<file path="src/rtl/alu_share_arbiter_pkg.sv">
// Shared definitions for the ALU share arbiter: opcodes, request payload and response states.
package alu_pkg;

    localparam int unsigned XLEN     = 32;
    localparam int unsigned ALU_OP_W = 3;

    localparam logic [ALU_OP_W-1:0] ALU_ADD = 3'b000;
    localparam logic [ALU_OP_W-1:0] ALU_SUB = 3'b001;
    localparam logic [ALU_OP_W-1:0] ALU_AND = 3'b010;
    localparam logic [ALU_OP_W-1:0] ALU_OR  = 3'b011;
    localparam logic [ALU_OP_W-1:0] ALU_SLT = 3'b100;

    typedef struct packed {
        logic [XLEN-1:0]     a;
        logic [XLEN-1:0]     b;
        logic [ALU_OP_W-1:0] op;
    } alu_req_t;

    typedef enum logic {
        RSP_EMPTY,
        RSP_FULL
    } rsp_state_e;

endpackage

</file>
<file path="src/rtl/alu_share_arbiter_if.sv">
// Request, shared-ALU and response signals of alu_share_arbiter; slave = arbiter side.
interface alu_share_arbiter_if
    import alu_pkg::*;
#(
    parameter int unsigned NUM_REQ = 2,
    parameter int unsigned ID_W    = 2
);

    logic [NUM_REQ-1:0]          req_valid;
    logic [NUM_REQ-1:0]          req_ready;
    logic [NUM_REQ*XLEN-1:0]     req_a;
    logic [NUM_REQ*XLEN-1:0]     req_b;
    logic [NUM_REQ*ALU_OP_W-1:0] req_op;

    logic [XLEN-1:0]             alu_a;
    logic [XLEN-1:0]             alu_b;
    logic [ALU_OP_W-1:0]         alu_op;
    logic [XLEN-1:0]             alu_result;
    logic                        alu_zero;

    logic                        rsp_valid;
    logic                        rsp_ready;
    logic [ID_W-1:0]             rsp_id;
    logic [XLEN-1:0]             rsp_result;
    logic                        rsp_zero;

    modport slave (
        input  req_valid, req_a, req_b, req_op, alu_result, alu_zero, rsp_ready,
        output req_ready, alu_a, alu_b, alu_op, rsp_valid, rsp_id, rsp_result, rsp_zero
    );

    modport master (
        output req_valid, req_a, req_b, req_op, alu_result, alu_zero, rsp_ready,
        input  req_ready, alu_a, alu_b, alu_op, rsp_valid, rsp_id, rsp_result, rsp_zero
    );

endinterface

</file>
<file path="src/rtl/alu_share_arbiter_rr_arbiter.sv">
// Round-robin pick: first requester at or above i_ptr (with wrap); grant only when enabled.
module rr_arbiter #(
    parameter int unsigned NUM_REQ = 2,
    parameter int unsigned ID_W    = 2
) (
    input  logic [NUM_REQ-1:0] i_req,
    input  logic [ID_W-1:0]    i_ptr,
    input  logic               i_en,
    output logic [NUM_REQ-1:0] o_grant,
    output logic [ID_W-1:0]    o_idx,
    output logic               o_any
);

    always_comb begin
        int unsigned j;
        o_grant = '0;
        o_idx   = '0;
        o_any   = 1'b0;
        j       = 0;
        for (int unsigned k = 0; k < NUM_REQ; k++) begin
            j = (int'(i_ptr) + k) % NUM_REQ;
            if (!o_any && i_req[j]) begin
                o_any = 1'b1;
                o_idx = ID_W'(j);
            end
        end
        // o_idx still names the winner when disabled so the ALU sees its payload
        if (o_any && i_en) begin
            o_grant = NUM_REQ'(1) << o_idx;
        end
    end

endmodule

</file>
<file path="src/rtl/alu_share_arbiter.sv">
// Shares one external single-cycle ALU between NUM_REQ requesters with a one-entry response slot.
// Optional statistics counters are enabled with macro ALU_ARB_STATS_EN.
module alu_share_arbiter
    import alu_pkg::*;
#(
    parameter int unsigned NUM_REQ = 2,
    parameter int unsigned ID_W    = 2
) (
    input  logic                    clk,
    input  logic                    rst_n,
    alu_share_arbiter_if.slave      bus
`ifdef ALU_ARB_STATS_EN
    ,
    output logic [NUM_REQ*16-1:0]   stat_grant_cnt,
    output logic [15:0]             stat_stall_cnt
`endif
);

    rsp_state_e          r_state;
    rsp_state_e          w_state_nxt;
    logic [ID_W-1:0]     r_rr_ptr;
    logic [ID_W-1:0]     w_rr_ptr_nxt;
    logic [ID_W-1:0]     w_idx;
    logic [NUM_REQ-1:0]  w_grant;
    logic                w_any;
    logic                w_slot_free;
    logic                w_accept;
    alu_req_t            w_sel;
    logic [ID_W-1:0]     r_rsp_id;
    logic [XLEN-1:0]     r_rsp_result;
    logic                r_rsp_zero;

    assign w_slot_free = (r_state == RSP_EMPTY) || bus.rsp_ready;

    rr_arbiter #(
        .NUM_REQ (NUM_REQ),
        .ID_W    (ID_W)
    ) u_rr_arbiter (
        .i_req   (bus.req_valid),
        .i_ptr   (r_rr_ptr),
        .i_en    (w_slot_free),
        .o_grant (w_grant),
        .o_idx   (w_idx),
        .o_any   (w_any)
    );

    assign bus.req_ready = w_grant;
    assign w_accept      = |(bus.req_valid & w_grant);

    always_comb begin
        w_sel = '0;
        if (w_any) begin
            w_sel.a  = bus.req_a[XLEN*w_idx +: XLEN];
            w_sel.b  = bus.req_b[XLEN*w_idx +: XLEN];
            w_sel.op = bus.req_op[ALU_OP_W*w_idx +: ALU_OP_W];
        end
    end

    assign bus.alu_a  = w_sel.a;
    assign bus.alu_b  = w_sel.b;
    assign bus.alu_op = w_sel.op;

    always_comb begin
        w_state_nxt  = r_state;
        w_rr_ptr_nxt = r_rr_ptr;
        unique case (r_state)
            RSP_EMPTY: if (w_accept) w_state_nxt = RSP_FULL;
            RSP_FULL:  if (bus.rsp_ready && !w_accept) w_state_nxt = RSP_EMPTY;
            default:   w_state_nxt = RSP_EMPTY;
        endcase
        if (w_accept) begin
            w_rr_ptr_nxt = (w_idx == ID_W'(NUM_REQ - 1)) ? '0 : w_idx + 1'b1;
        end
    end

    always_ff @(posedge clk or negedge rst_n) begin
        if (!rst_n) begin
            r_state      <= RSP_EMPTY;
            r_rr_ptr     <= '0;
            r_rsp_id     <= '0;
            r_rsp_result <= '0;
            r_rsp_zero   <= 1'b0;
        end else begin
            r_state  <= w_state_nxt;
            r_rr_ptr <= w_rr_ptr_nxt;
            if (w_accept) begin
                r_rsp_id     <= w_idx;
                r_rsp_result <= bus.alu_result;
                r_rsp_zero   <= bus.alu_zero;
            end
        end
    end

    assign bus.rsp_valid  = (r_state == RSP_FULL);
    assign bus.rsp_id     = r_rsp_id;
    assign bus.rsp_result = r_rsp_result;
    assign bus.rsp_zero   = r_rsp_zero;

`ifdef ALU_ARB_STATS_EN
    logic [NUM_REQ-1:0][15:0] r_grant_cnt;
    logic [15:0]              r_stall_cnt;
    logic                     w_stall;

    assign w_stall = (|bus.req_valid) && !w_accept;

    always_ff @(posedge clk or negedge rst_n) begin
        if (!rst_n) begin
            r_grant_cnt <= '0;
            r_stall_cnt <= '0;
        end else begin
            for (int unsigned i = 0; i < NUM_REQ; i++) begin
                if (w_accept && w_grant[i] && (r_grant_cnt[i] != '1)) begin
                    r_grant_cnt[i] <= r_grant_cnt[i] + 16'd1;
                end
            end
            if (w_stall && (r_stall_cnt != '1)) begin
                r_stall_cnt <= r_stall_cnt + 16'd1;
            end
        end
    end

    assign stat_grant_cnt = r_grant_cnt;
    assign stat_stall_cnt = r_stall_cnt;
`endif

endmodule

</file>
<file path="src/flat_wrapper.sv">
// flat-port wrapper written by rule: the top's interface ports become plain ports
module alu_share_arbiter_flat import alu_pkg::*;
#(
    parameter int unsigned NUM_REQ = 2,
    parameter int unsigned ID_W    = 2
)
  (clk, rst_n, bus_req_valid, bus_req_a, bus_req_b, bus_req_op, bus_alu_result, bus_alu_zero, bus_rsp_ready, bus_req_ready, bus_alu_a, bus_alu_b, bus_alu_op, bus_rsp_valid, bus_rsp_id, bus_rsp_result, bus_rsp_zero);
  alu_share_arbiter_if #(.NUM_REQ(NUM_REQ), .ID_W(ID_W)) bus_i ();
  input  logic clk;
  input  logic rst_n;
  input wire logic [$bits(bus_i.req_valid)-1:0] bus_req_valid;
  input wire logic [$bits(bus_i.req_a)-1:0] bus_req_a;
  input wire logic [$bits(bus_i.req_b)-1:0] bus_req_b;
  input wire logic [$bits(bus_i.req_op)-1:0] bus_req_op;
  input wire logic [$bits(bus_i.alu_result)-1:0] bus_alu_result;
  input wire logic [$bits(bus_i.alu_zero)-1:0] bus_alu_zero;
  input wire logic [$bits(bus_i.rsp_ready)-1:0] bus_rsp_ready;
  output wire logic [$bits(bus_i.req_ready)-1:0] bus_req_ready;
  output wire logic [$bits(bus_i.alu_a)-1:0] bus_alu_a;
  output wire logic [$bits(bus_i.alu_b)-1:0] bus_alu_b;
  output wire logic [$bits(bus_i.alu_op)-1:0] bus_alu_op;
  output wire logic [$bits(bus_i.rsp_valid)-1:0] bus_rsp_valid;
  output wire logic [$bits(bus_i.rsp_id)-1:0] bus_rsp_id;
  output wire logic [$bits(bus_i.rsp_result)-1:0] bus_rsp_result;
  output wire logic [$bits(bus_i.rsp_zero)-1:0] bus_rsp_zero;
  assign bus_i.req_valid = bus_req_valid;
  assign bus_i.req_a = bus_req_a;
  assign bus_i.req_b = bus_req_b;
  assign bus_i.req_op = bus_req_op;
  assign bus_i.alu_result = bus_alu_result;
  assign bus_i.alu_zero = bus_alu_zero;
  assign bus_i.rsp_ready = bus_rsp_ready;
  assign bus_req_ready = bus_i.req_ready;
  assign bus_alu_a = bus_i.alu_a;
  assign bus_alu_b = bus_i.alu_b;
  assign bus_alu_op = bus_i.alu_op;
  assign bus_rsp_valid = bus_i.rsp_valid;
  assign bus_rsp_id = bus_i.rsp_id;
  assign bus_rsp_result = bus_i.rsp_result;
  assign bus_rsp_zero = bus_i.rsp_zero;
  alu_share_arbiter #(.NUM_REQ(NUM_REQ), .ID_W(ID_W)) u_core (.clk(clk), .rst_n(rst_n), .bus(bus_i));
endmodule
</file>
<file path="config.mk">
export PLATFORM = sky130hd
export DESIGN_NAME = alu_share_arbiter_flat
export DESIGN_NICKNAME = d
export VERILOG_FILES = /design/src/rtl/alu_share_arbiter_pkg.sv /design/src/rtl/alu_share_arbiter_if.sv /design/src/rtl/alu_share_arbiter_rr_arbiter.sv /design/src/rtl/alu_share_arbiter.sv /design/src/flat_wrapper.sv
export SDC_FILE = /design/constraint.sdc
export NUM_CORES = 1
export LEC_CHECK = 0
export ABC_AREA = 1
export BUFFER_PORTS_ARGS = -buffer_cell sky130_fd_sc_hd__buf_4
export CORE_AREA = 3 3 105 107
export DETAILED_ROUTE_END_ITERATION = 10
export DIE_AREA = 0 0 108 110
export GPL_TIMING_DRIVEN = 0
export PLACE_DENSITY_LB_ADDON = 0.08
export SYNTH_ARGS = -nofsm -noshare
export SYNTH_HDL_FRONTEND = slang
export SYNTH_SLANG_ARGS = --single-unit
</file>
<file path="constraint.sdc">
create_clock -name clk -period 3 [get_ports clk]
set_clock_uncertainty 0.2 [all_clocks]
set_input_delay 0 -clock clk [delete_from_list [all_inputs] [get_ports clk]]
set_output_delay 0 -clock clk [all_outputs]
set_load 0.01 [all_outputs]
</file>
==> metrics.md, run 1 <==
| Metric | Value |
|---|---|
| FF+latch count, synth | `36` |
| # IOs | `277` |
| Setup Buffers After CTS | `0` |
| Largest family of logic cells by synthesized area | `simple AND/OR/NAND/NOR gates` |
| Buffers on Ports | `274` |
| Num CTS Buffers | `5` |
| Upper clock frequency limit | `555 MHz` |
| RR Endpoint | `u_core.bus.rsp_result[12]$_DFFE_PN0P_` |
| First-pass GRT wire length | `18.3 mm` |
| DR vias/cell | `4.16` |
| Worst path max stage delay | `0.41 ns` |
| Mux cell area share after synthesis | `0` |
| Synth Area in Simple Gates | `0.521` |
| Drc violations | `0` |
| Reg-to-reg slack, setup | `1.42 ns` |
| Reg-to-Reg Start | `u_core.bus.rsp_valid$_DFF_PN0_` |
| RSZ-0062 raised after global routing | `no` |
| CTS resizes | `0` |
| Clk_lat worst skew | `0.28 ns` |
| Share of post-route cells with drive strength above 1 | `0.369` |
| Status | `complete, no violations` |
| Non-filler cells, final | `979` |
| Fin util | `0.545` |
| Cells after Synth | `525` |
| TritonCTS clock tree | `built` |
| Compound-Gate Fraction of Synth Area | `0.00306` |
| Die Area | `0.0119 mm2` |
| Grt ovf | `0` |
| CTS sink cnt | `36` |
| Worst path buffer plus inverter count | `3` |
| Post-route cell area | `0.00557 mm2` |
| Initial antenna violation count | `0` |
| Diode count | `0` |
| Die Height | `110 um` |
| Slowest CP cell | `dfrtp_1` |
| Die W | `108 um` |
| Nets | `1014` |
| WS Path Type | `reg2out` |
| Post-synthesis adder-cell area fraction | `0` |
| Synthesized area per cell | `5.45 um2` |
| Mapped Area | `0.00286 mm2` |
| Post-synthesis sequential area ratio | `0.315` |
| Final WL | `12.2 mm` |
| Clock Path Buffers | `2` |
| Crit-path leading delay family | `buffers and inverters` |
| Most common cell after layout, fill and taps aside | `nand2_1` |
| Antenna-violating nets left | `0` |
| Syn Nets | `697` |
| Max-Cap Viols | `0` |
| Vias | `4070` |
| Root buf cell | `clkbuf_8` |
| Arr. time, crit path | `1.60 ns` |
| Final Hold Viols | `0` |
| Largest net degree at the start of global routing | `37` |
| Static Leak | `3.71 nW` |
| DP Wirelength | `9.85 mm` |
| Critical Path RT | `2.80 ns` |
| Fin crit share | `0.601` |
| Area grow syn2layout | `94.9%` |
| Area post-placement | `0.00509 mm2` |
| Initial core utilization | `0.279` |
| Post-Synth XOR/XNOR Area | `0` |
| # setup viols final | `0` |
| GP Congestion | `0.746` |
| Tmin final | `1.80 ns` |
| Core area | `0.0102 mm2` |
| Placed cell count | `935` |
| Most frequent cells in the layout | `nand2_1, buf_4, inv_1` |
| CP Depth | `6` |
| Power Total | `1.91 mW` |
| CTS Hold Buffers Added | `36` |
| Vias in the first global route | `3785` |
| Startpoint Class | `flop` |
| Register Area | `901 um2` |
| TritonRoute pass-1 iters | `6` |
| Routed wire length per instance | `12.5 um` |
| Detailed Route Iter0 Violations | `210` |
| Multi-input logic area | `0.00150 mm2` |
| Fill count | `1039` |
| PwrDens | `342 mW/mm2` |
| Cell Chain, Critical Path | `o21ai_2 -> buf_4 -> buf_6 -> nand2_1 -> nand2_1 -> buf_4` |
| Max-slew violations | `0` |
| Peak supply drop | `0.000263 V` |
| Ys Warns | `0` |
| H-Tree Depth | `2` |
| Row Count | `37` |
| Setup TNS | `0 ns` |
| Hold Crit Class | `in2async` |
| CP Max Fanout | `10` |
| Worst r2r path cells | `4` |
| Worst-path clk slew | `0.07 ns` |
| Critical path endpoint category | `output pin` |
| GRT Total Usage | `0.190` |
| Cell variety after synth | `15` |
layout make-up:
class                      instances  share of cell area
multi-input combinational        384               0.270
sequential                        36               0.162
clock inverter                     1             0.00539
clock buffer                       7              0.0173
timing repair buffer             310               0.434
tap                              136              0.0305
buffer                            32              0.0326
inverter                          73              0.0492
Yosys cell counts:
master / count / share of area
nand2_1: 342 / 0.45
inv_1: 72 / 0.095
dfrtp_1: 36 / 0.32
nand3_1: 33 / 0.058
buf_2: 16 / 0.028
clkbuf_1: 9 / 0.012
buf_6: 4 / 0.016
buf_4: 3 / 0.0079
nor2_1: 3 / 0.0039
nand2_2: 2 / 0.0044
conb_1: 1 / 0.0013
inv_2: 1 / 0.0013
nor2_2: 1 / 0.0022
nor2_4: 1 / 0.0039
o21ai_2: 1 / 0.0031
per-layer routing:
| metal | track usage | wire length [um] | vias to the layer above |
|---|---|---|---|
| met4 | 0.0559 | 287 | 0 |
| met2 | 0.359 | 6390 | 168 |
| met3 | 0.0367 | 995 | 20 |
| met5 | 0 | 0 | - |
| met1 | 0.216 | 4570 | 1743 |
| li1 | - | - | 2139 |
how the worst max path moves through the flow:
stage / startpoint / slack (ns) / end
floorplan: u_core.bus.rsp_valid$_DFF_PN0_ / 1.66 / u_core.bus.rsp_result[0]$_DFFE_PN0P_
global placement: u_core.bus.rsp_valid$_DFF_PN0_ / 1.46 / u_core.bus.rsp_zero$_DFFE_PN0P_
detailed placement: u_core.bus.rsp_valid$_DFF_PN0_ / 1.44 / u_core.bus.rsp_result[2]$_DFFE_PN0P_
CTS: u_core.r_rr_ptr[0]$_DFFE_PN0P_ / 1.14 / bus_alu_a[30]
global route: u_core.r_rr_ptr[0]$_DFFE_PN0P_ / 1.06 / bus_alu_a[27]
finish: u_core.r_rr_ptr[0]$_DFFE_PN0P_ / 1.20 / bus_alu_a[27]
per-stage QoR:
| step | setup WS (ns) | hold WS [ns] |
|---|---|---|
| detailed placement | 1.44 | -0.213 |
| finish | 1.20 | 0.0164 |
| global placement | 1.46 | -0.213 |
| global route | 1.06 | 0.0427 |
| CTS | 1.14 | 0.0170 |
| floorplan | 1.66 | -0.496 |
where the power goes:
group / total, mW / switching [mW] / internal, mW
Clock: 0.461 / 0.168 / 0.293
Combinational: 0.862 / 0.400 / 0.462
Sequential: 0.585 / 0.0371 / 0.548
Total: 1.91 / 0.605 / 1.30
sequential cells by signal, summed over array words and instances (netlist names):
signal	flops
u_core.bus.rsp_valid	1
u_core.r_rr_ptr	1
u_core.bus.rsp_result	32
u_core.bus.rsp_id	1
u_core.bus.rsp_zero	1
logic make-up after synthesis:
family,count (synthesis)
AND/OR/NAND/NOR,382
flip-flops,36
other,1
buffers and inverters,105
AO/OA/AOI/OAI,1
No activity file was read; power rests on OpenSTA's default activity.
==> inputs of run 2 (changes only) <==
--- a/config.mk
+++ b/config.mk
@@ -5,11 +5,11 @@
 export SDC_FILE = /design/constraint.sdc
 export NUM_CORES = 1
 export LEC_CHECK = 0
-export ABC_AREA = 1
+export ABC_AREA = 0
 export BUFFER_PORTS_ARGS = -buffer_cell sky130_fd_sc_hd__buf_4
-export CORE_AREA = 3 3 105 107
+export CORE_AREA = 3 3 106 108
 export DETAILED_ROUTE_END_ITERATION = 10
-export DIE_AREA = 0 0 108 110
+export DIE_AREA = 0 0 109 111
 export GPL_TIMING_DRIVEN = 0
 export PLACE_DENSITY_LB_ADDON = 0.08
 export SYNTH_ARGS = -nofsm -noshare
==> constraint.sdc (replaced) <==
create_clock -name clk -period 1.6 [get_ports clk]
set_clock_uncertainty 0.2 [all_clocks]
set_input_delay 0 -clock clk [delete_from_list [all_inputs] [get_ports clk]]
set_output_delay 0 -clock clk [all_outputs]
set_load 0.01 [all_outputs]
==> run 2 against run 1 <==
The run now ends with setup timing left. First-iteration DRC count shrank 60%. Final cell count shrank 35%. Global-route usage shrank 2.3 points. Synthesized cell count shrank 68%. Critical endpoint is now bus_alu_a[2]. Largest cell class unchanged.
==> metrics.md, run 2 <==
| Metric | Value |
|---|---|
| WS Path Type | `reg2out` |
| Startpoint Class | `flop` |
| Synth area leader | `dfrtp_1` |
| Critical path endpoint category | `output pin` |
| Worst Setup Slack, final | `-0.231 ns` |
| Die Area | `0.0121 mm2` |
| Num CTS Buffers | `5` |
| Cells after Synth | `170` |
| Area grow syn2layout | `152%` |
| Max-Cap Viols | `0` |
| # setup viols final | `68` |
| Initial core utilization | `0.203` |
| Ys Warns | `0` |
| Mapped Area | `0.00209 mm2` |
| Largest net degree at the start of global routing | `37` |
| Final Hold Viols | `0` |
| Static Leak | `2.78 nW` |
| Upper clock frequency limit | `546 MHz` |
| CP Max Fanout | `6` |
| DP Wirelength | `8.49 mm` |
| Detailed Route Iter0 Violations | `84` |
| RSZ-0062 raised after global routing | `yes` |
| Top cell type's share of synthesized area | `0.430` |
| Nets | `672` |
| Clock Path Buffers | `2` |
| Post-synthesis sequential area ratio | `0.430` |
| First-pass GRT wire length | `16.0 mm` |
| Buffers on Ports | `275` |
| Hold Slack | `0.0143 ns` |
| Most frequent cell after synthesis | `a22o_1` |
| Post-synth ARST share | `1.00` |
| GRT Total Usage | `0.166` |
| Fin crit share | `1.14` |
| Commonest cells in the synthesized netlist | `a22o_1, dfrtp_1, mux2_2` |
| Status | `finished with violations` |
| Worst-path clk slew | `0.07 ns` |
| TritonCTS clock tree | `built` |
| Clk_lat worst skew | `0.28 ns` |
| Most frequent cells in the layout | `buf_4, a22o_1, buf_6` |
| Vias | `2825` |
| Critical Path RT | `1.40 ns` |
| CTS sink cnt | `36` |
| Placement Setup Slack | `-0.0623 ns` |
| Most common cell after layout, fill and taps aside | `buf_4` |
| Die W | `109 um` |
| Grt ovf | `0` |
| GP Congestion | `0.855` |
| Final WL | `11.1 mm` |
| Die Height | `111 um` |
| Drc violations | `0` |
| Failing checks | `setup timing` |
| Post-synth EDFFs | `0` |
| DR vias/cell | `4.43` |
| Cell variety after synth | `19` |
| Vias in the first global route | `2984` |
| Max reg flops | `32` |
| PwrDens | `707 mW/mm2` |
| TritonRoute pass-1 iters | `4` |
| Antenna-violating nets left | `0` |
| Syn Nets | `342` |
| Initial antenna violation count | `0` |
| Synthesized area per cell | `12.3 um2` |
| Share of post-route cells with drive strength above 1 | `0.697` |
| Fin util | `0.511` |
| # IOs | `277` |
| FF+latch count, synth | `36` |
| H-Tree Depth | `2` |
| Ranking of synthesized cells by area | `dfrtp_1, a22o_1, mux2_2` |
| Power Total | `3.73 mW` |
| Setup TNS | `-12.51 ns` |
| Root buf cell | `clkbuf_8` |
| Hold Crit Class | `in2reg` |
| Synth Flop Type | `dfrtp_1` |
| Routed wire length per instance | `17.4 um` |
| Arr. time, crit path | `1.63 ns` |
| Peak supply drop | `0.000466 V` |
| Row Count | `37` |
| Tmin final | `1.83 ns` |
| Core area | `0.0103 mm2` |
| Max-slew violations | `0` |
-- run 2: area by class of cell --
type | instances | area [um2]
flip-flops and latches | 36 | 901
diodes | 1 | 2.50
well taps | 136 | 170
repair buffers | 326 | 2770
fillers | 938 | 5050
clock inverters | 1 | 8.76
clock buffers | 7 | 76.3
plain buffers | 17 | 151
multi-input cells | 114 | 1190
-- run 2: power by group --
group	internal [mW]	switching, mW	total [mW]
clock network	0.311	0.331	0.643
registers	1.04	0.0810	1.12
logic	1.25	0.717	1.97
-- run 2: timing repair --
action / in CTS / in global routing
setup buffers: 8 / 1
hold endpoints to repair: 72 / 0
hold buffers: 38 / 0
gates resized for setup: 71 / 27
cloned: 3 / 2
endpoints found under the setup margin: 98 / 101
pin swaps: 2 / 2
-- run 2: critical path, cell delays in order (launching register included) --
cell and delay (ns):
dfrtp_1 0.43, nand2b_4 0.16, and2_4 0.17, buf_8 0.14, clkbuf_16 0.14, a22o_1 0.19
buf_6 0.12
-- run 2: through the flow --
step / instances / instance area (um2)
after detailed placement: 581 / 4330
after global placement: 581 / 4330
after global routing: 637 / 5270
after CTS: 637 / 5170
after floorplan: 170 / 2090
final: 638 / 5270
-- run 2: metal layers --
metal	vias up	GRT usage	share of wire
li1	1329	-	-
met1	1320	0.177	0.36
met2	154	0.306	0.52
met3	22	0.0501	0.094
met4	0	0.0530	0.026
met5	-	0	0
-- run 2: kinds of logic (layout without fill, tap and decap cells) --
family                 after synthesis  in the layout  synth area share
other                                1              2           0.00179
AND/OR/NAND/NOR                      8              8            0.0239
AO/OA/AOI/OAI                       72             72             0.297
flip-flops                          36             36             0.430
buffers and inverters               20            351            0.0699
multiplexers                        33             33             0.177
-- run 2: worst paths after layout --
| kind | start | endpoint | slack (ns) | depth (start not counted) |
|---|---|---|---|---|
| max | u_core.r_rr_ptr[0]$_DFFE_PN0P_ | bus_alu_a[2] | -0.23 | 6 |
| min | bus_rsp_ready | u_core.bus.rsp_id[0]$_DFFE_PN0P_ | 0.01 | 5 |
| max reg2reg | u_core.bus.rsp_valid$_DFF_PN0_ | u_core.bus.rsp_result[27]$_DFFE_PN0P_ | -0.02 | 6 |
| min reg2reg | u_core.bus.rsp_result[24]$_DFFE_PN0P_ | u_core.bus.rsp_result[24]$_DFFE_PN0P_ | 0.31 | 1 |
| max in group asynchronous | rst_n | u_core.r_rr_ptr[0]$_DFFE_PN0P_ | 0.84 | 2 |
| min in group asynchronous | rst_n | u_core.bus.rsp_result[30]$_DFFE_PN0P_ | 0.03 | 2 |
==> inputs of run 3 (changes only) <==
--- a/config.mk
+++ b/config.mk
@@ -12,6 +12,7 @@
 export DIE_AREA = 0 0 109 111
 export GPL_TIMING_DRIVEN = 0
 export PLACE_DENSITY_LB_ADDON = 0.08
+export SETUP_SLACK_MARGIN = 0.5
 export SYNTH_ARGS = -nofsm -noshare
 export SYNTH_HDL_FRONTEND = slang
 export SYNTH_SLANG_ARGS = --single-unit
==> run 3 against run 2 <==
The flow finishes with violations (hold timing, setup timing). Global-route usage up 1.4 points. Worst setup slack got worse by 0.020 ns. Sequential share of layout area is 0.99 points lower. Cell area grew 6.1%. Wire length increased by 7.9%. Die area unchanged. Register-to-register slack about the same. Total power is 6.6% higher. Clock-buffer cell count decreased by 1. Critical path depth rose by 1. Clock power increased by 5.4%. Final cell count rose by 2.0%.
==> metrics.md, run 3 (synthesized netlist as in run 2, its figures left out) <==
| Metric | Value |
|---|---|
| Failing checks | `hold timing, setup timing` |
| Non-filler cells, final | `651` |
| CP Launch Point | `u_core.r_rr_ptr[0]$_DFFE_PN0P_` |
| Final WL | `11.9 mm` |
| GP Congestion | `0.818` |
| Max-slew violations | `0` |
| Grt ovf | `0` |
| Post-route cell area | `0.00559 mm2` |
| Multi-input logic area | `0.00119 mm2` |
| Critical Path RT | `1.40 ns` |
| GRT Total Usage | `0.180` |
| Die W | `109 um` |
| Detailed Route Iter0 Violations | `125` |
| Vias | `2857` |
| CP Max Fanout | `10` |
| Register Area | `901 um2` |
| Fin crit share | `1.16` |
| Max reg flops | `32` |
| Upper clock frequency limit | `540 MHz` |
| CTS sink cnt | `36` |
| Largest net degree at the start of global routing | `37` |
| Most frequent cells in the layout | `buf_4, a22o_1, buf_6` |
| WS Path Type | `reg2out` |
| Fin util | `0.542` |
| Hold Crit Class | `in2reg` |
| Row Count | `37` |
| PwrDens | `710 mW/mm2` |
| TritonRoute pass-1 iters | `4` |
| # setup viols final | `94` |
| RSZ-0062 raised after global routing | `yes` |
| Vias in the first global route | `2985` |
| HP Start | `bus_rsp_ready` |
| Routed wire length per instance | `18.4 um` |
| # IOs | `277` |
| Status | `finished with violations` |
| Reg-to-Reg Start | `u_core.bus.rsp_valid$_DFF_PN0_` |
| Area grow syn2layout | `167%` |
| Root buf cell | `clkbuf_8` |
| Tmin final | `1.85 ns` |
| Fill count | `941` |
| Num CTS Buffers | `5` |
| Nets | `686` |
| Share of post-route cells with drive strength above 1 | `0.715` |
| Static Leak | `2.92 nW` |
| Core area | `0.0103 mm2` |
| Initial core utilization | `0.203` |
| DP Wirelength | `8.88 mm` |
| Initial antenna violation count | `0` |
| First-pass GRT wire length | `17.0 mm` |
| Die Area | `0.0121 mm2` |
| Antenna-violating nets left | `0` |
| Worst Setup Slack, final | `-0.251 ns` |
| Most common cell after layout, fill and taps aside | `buf_4` |
| Buffers on Ports | `275` |
| TritonCTS clock tree | `built` |
| Placed cell count | `581` |
| Hold Slack | `-0.00784 ns` |
| Clock Path Buffers | `2` |
| H-Tree Depth | `2` |
| Arr. time, crit path | `1.65 ns` |
| DR vias/cell | `4.39` |
| Max-Cap Viols | `0` |
| Drc violations | `0` |
| Clk_lat worst skew | `0.28 ns` |
| Diode count | `0` |
| Startpoint Class | `flop` |
| Worst-path clk slew | `0.07 ns` |
| Area post-placement | `0.00438 mm2` |
| Peak supply drop | `0.000595 V` |
| Die Height | `111 um` |
| Critical path endpoint category | `output pin` |
| Final Hold Viols | `1` |
## run 3: cell types whose count changed in the layout (fill, tap and decap cells not counted), sizes merged
cell          delta
buf             +19
bufbuf           +1
clkbuf           -5
clkinv           +1
diode            -1
dlygate4sd3      -1
dlymetal6s4s     -1
## run 3: final timing paths
check,to,slack [ns],cells past startpoint
max reg2reg,u_core.bus.rsp_result[11]$_DFFE_PN0P_,-0.03,6
max in group asynchronous,u_core.r_rr_ptr[0]$_DFFE_PN0P_,0.85,2
min,u_core.bus.rsp_valid$_DFF_PN0_,-0.008,5
min in group asynchronous,u_core.bus.rsp_result[28]$_DFFE_PN0P_,0.02,2
min reg2reg,u_core.bus.rsp_result[16]$_DFFE_PN0P_,0.31,1
max,bus_alu_a[20],-0.25,7
## run 3: worst max-delay path: stages, from the launching register on
cell	delay [ns]
dfrtp_1	0.38
nand2b_4	0.14
and2_4	0.13
buf_8	0.13
buf_8	0.13
buf_8	0.13
a22o_1	0.20
buf_6	0.13
## run 3: metal layers
metal	up-vias	part of all wire	track usage
li1	1357	-	-
met2	146	0.53	0.334
met1	1337	0.36	0.196
met3	17	0.088	0.0448
met5	-	0	0
met4	0	0.021	0.0539
## run 3: power breakdown
part           internal [mW]  switching (mW)
logic                   1.40           0.784
registers               1.04          0.0754
clock network          0.344           0.334
total                   2.78            1.19
## run 3: repair_timing
action / in CTS / in global routing
buffers inserted: 13 / 5
endpoints found under the hold margin: 72 / 3
hold buffers: 35 / 1
endpoints found under the setup margin: 103 / 104
gates resized for setup: 98 / 27
cloned: 5 / 3
pin swaps: 4 / 14
## run 3: metrics by stage
| step | setup WS [ns] | power (mW) | hold slack [ns] | setup TNS (ns) |
|---|---|---|---|---|
| 6_report | -0.251 | 3.97 | -0.00784 | -13.90 |
| 5_1_grt | -0.311 | 4.19 | 0.00746 | -20.41 |
| 4_1_cts | -0.286 | 3.90 | -0.234 | -16.07 |
| 3_5_place_dp | -0.0362 | 2.79 | -0.201 | -0.642 |
| 3_3_place_gp | -0.0317 | 2.78 | -0.205 | -0.363 |
| 2_1_floorplan | 0.0550 | 1.82 | -0.496 | 0 |
## run 3: cell type report
cell class / instances / share of cell area
flip-flops and latches: 36 / 0.161
multi-input cells: 114 / 0.214
clock inverters: 2 / 0.00179
plain buffers: 20 / 0.0445
well taps: 136 / 0.0304
repair buffers: 337 / 0.534
clock buffers: 6 / 0.0148
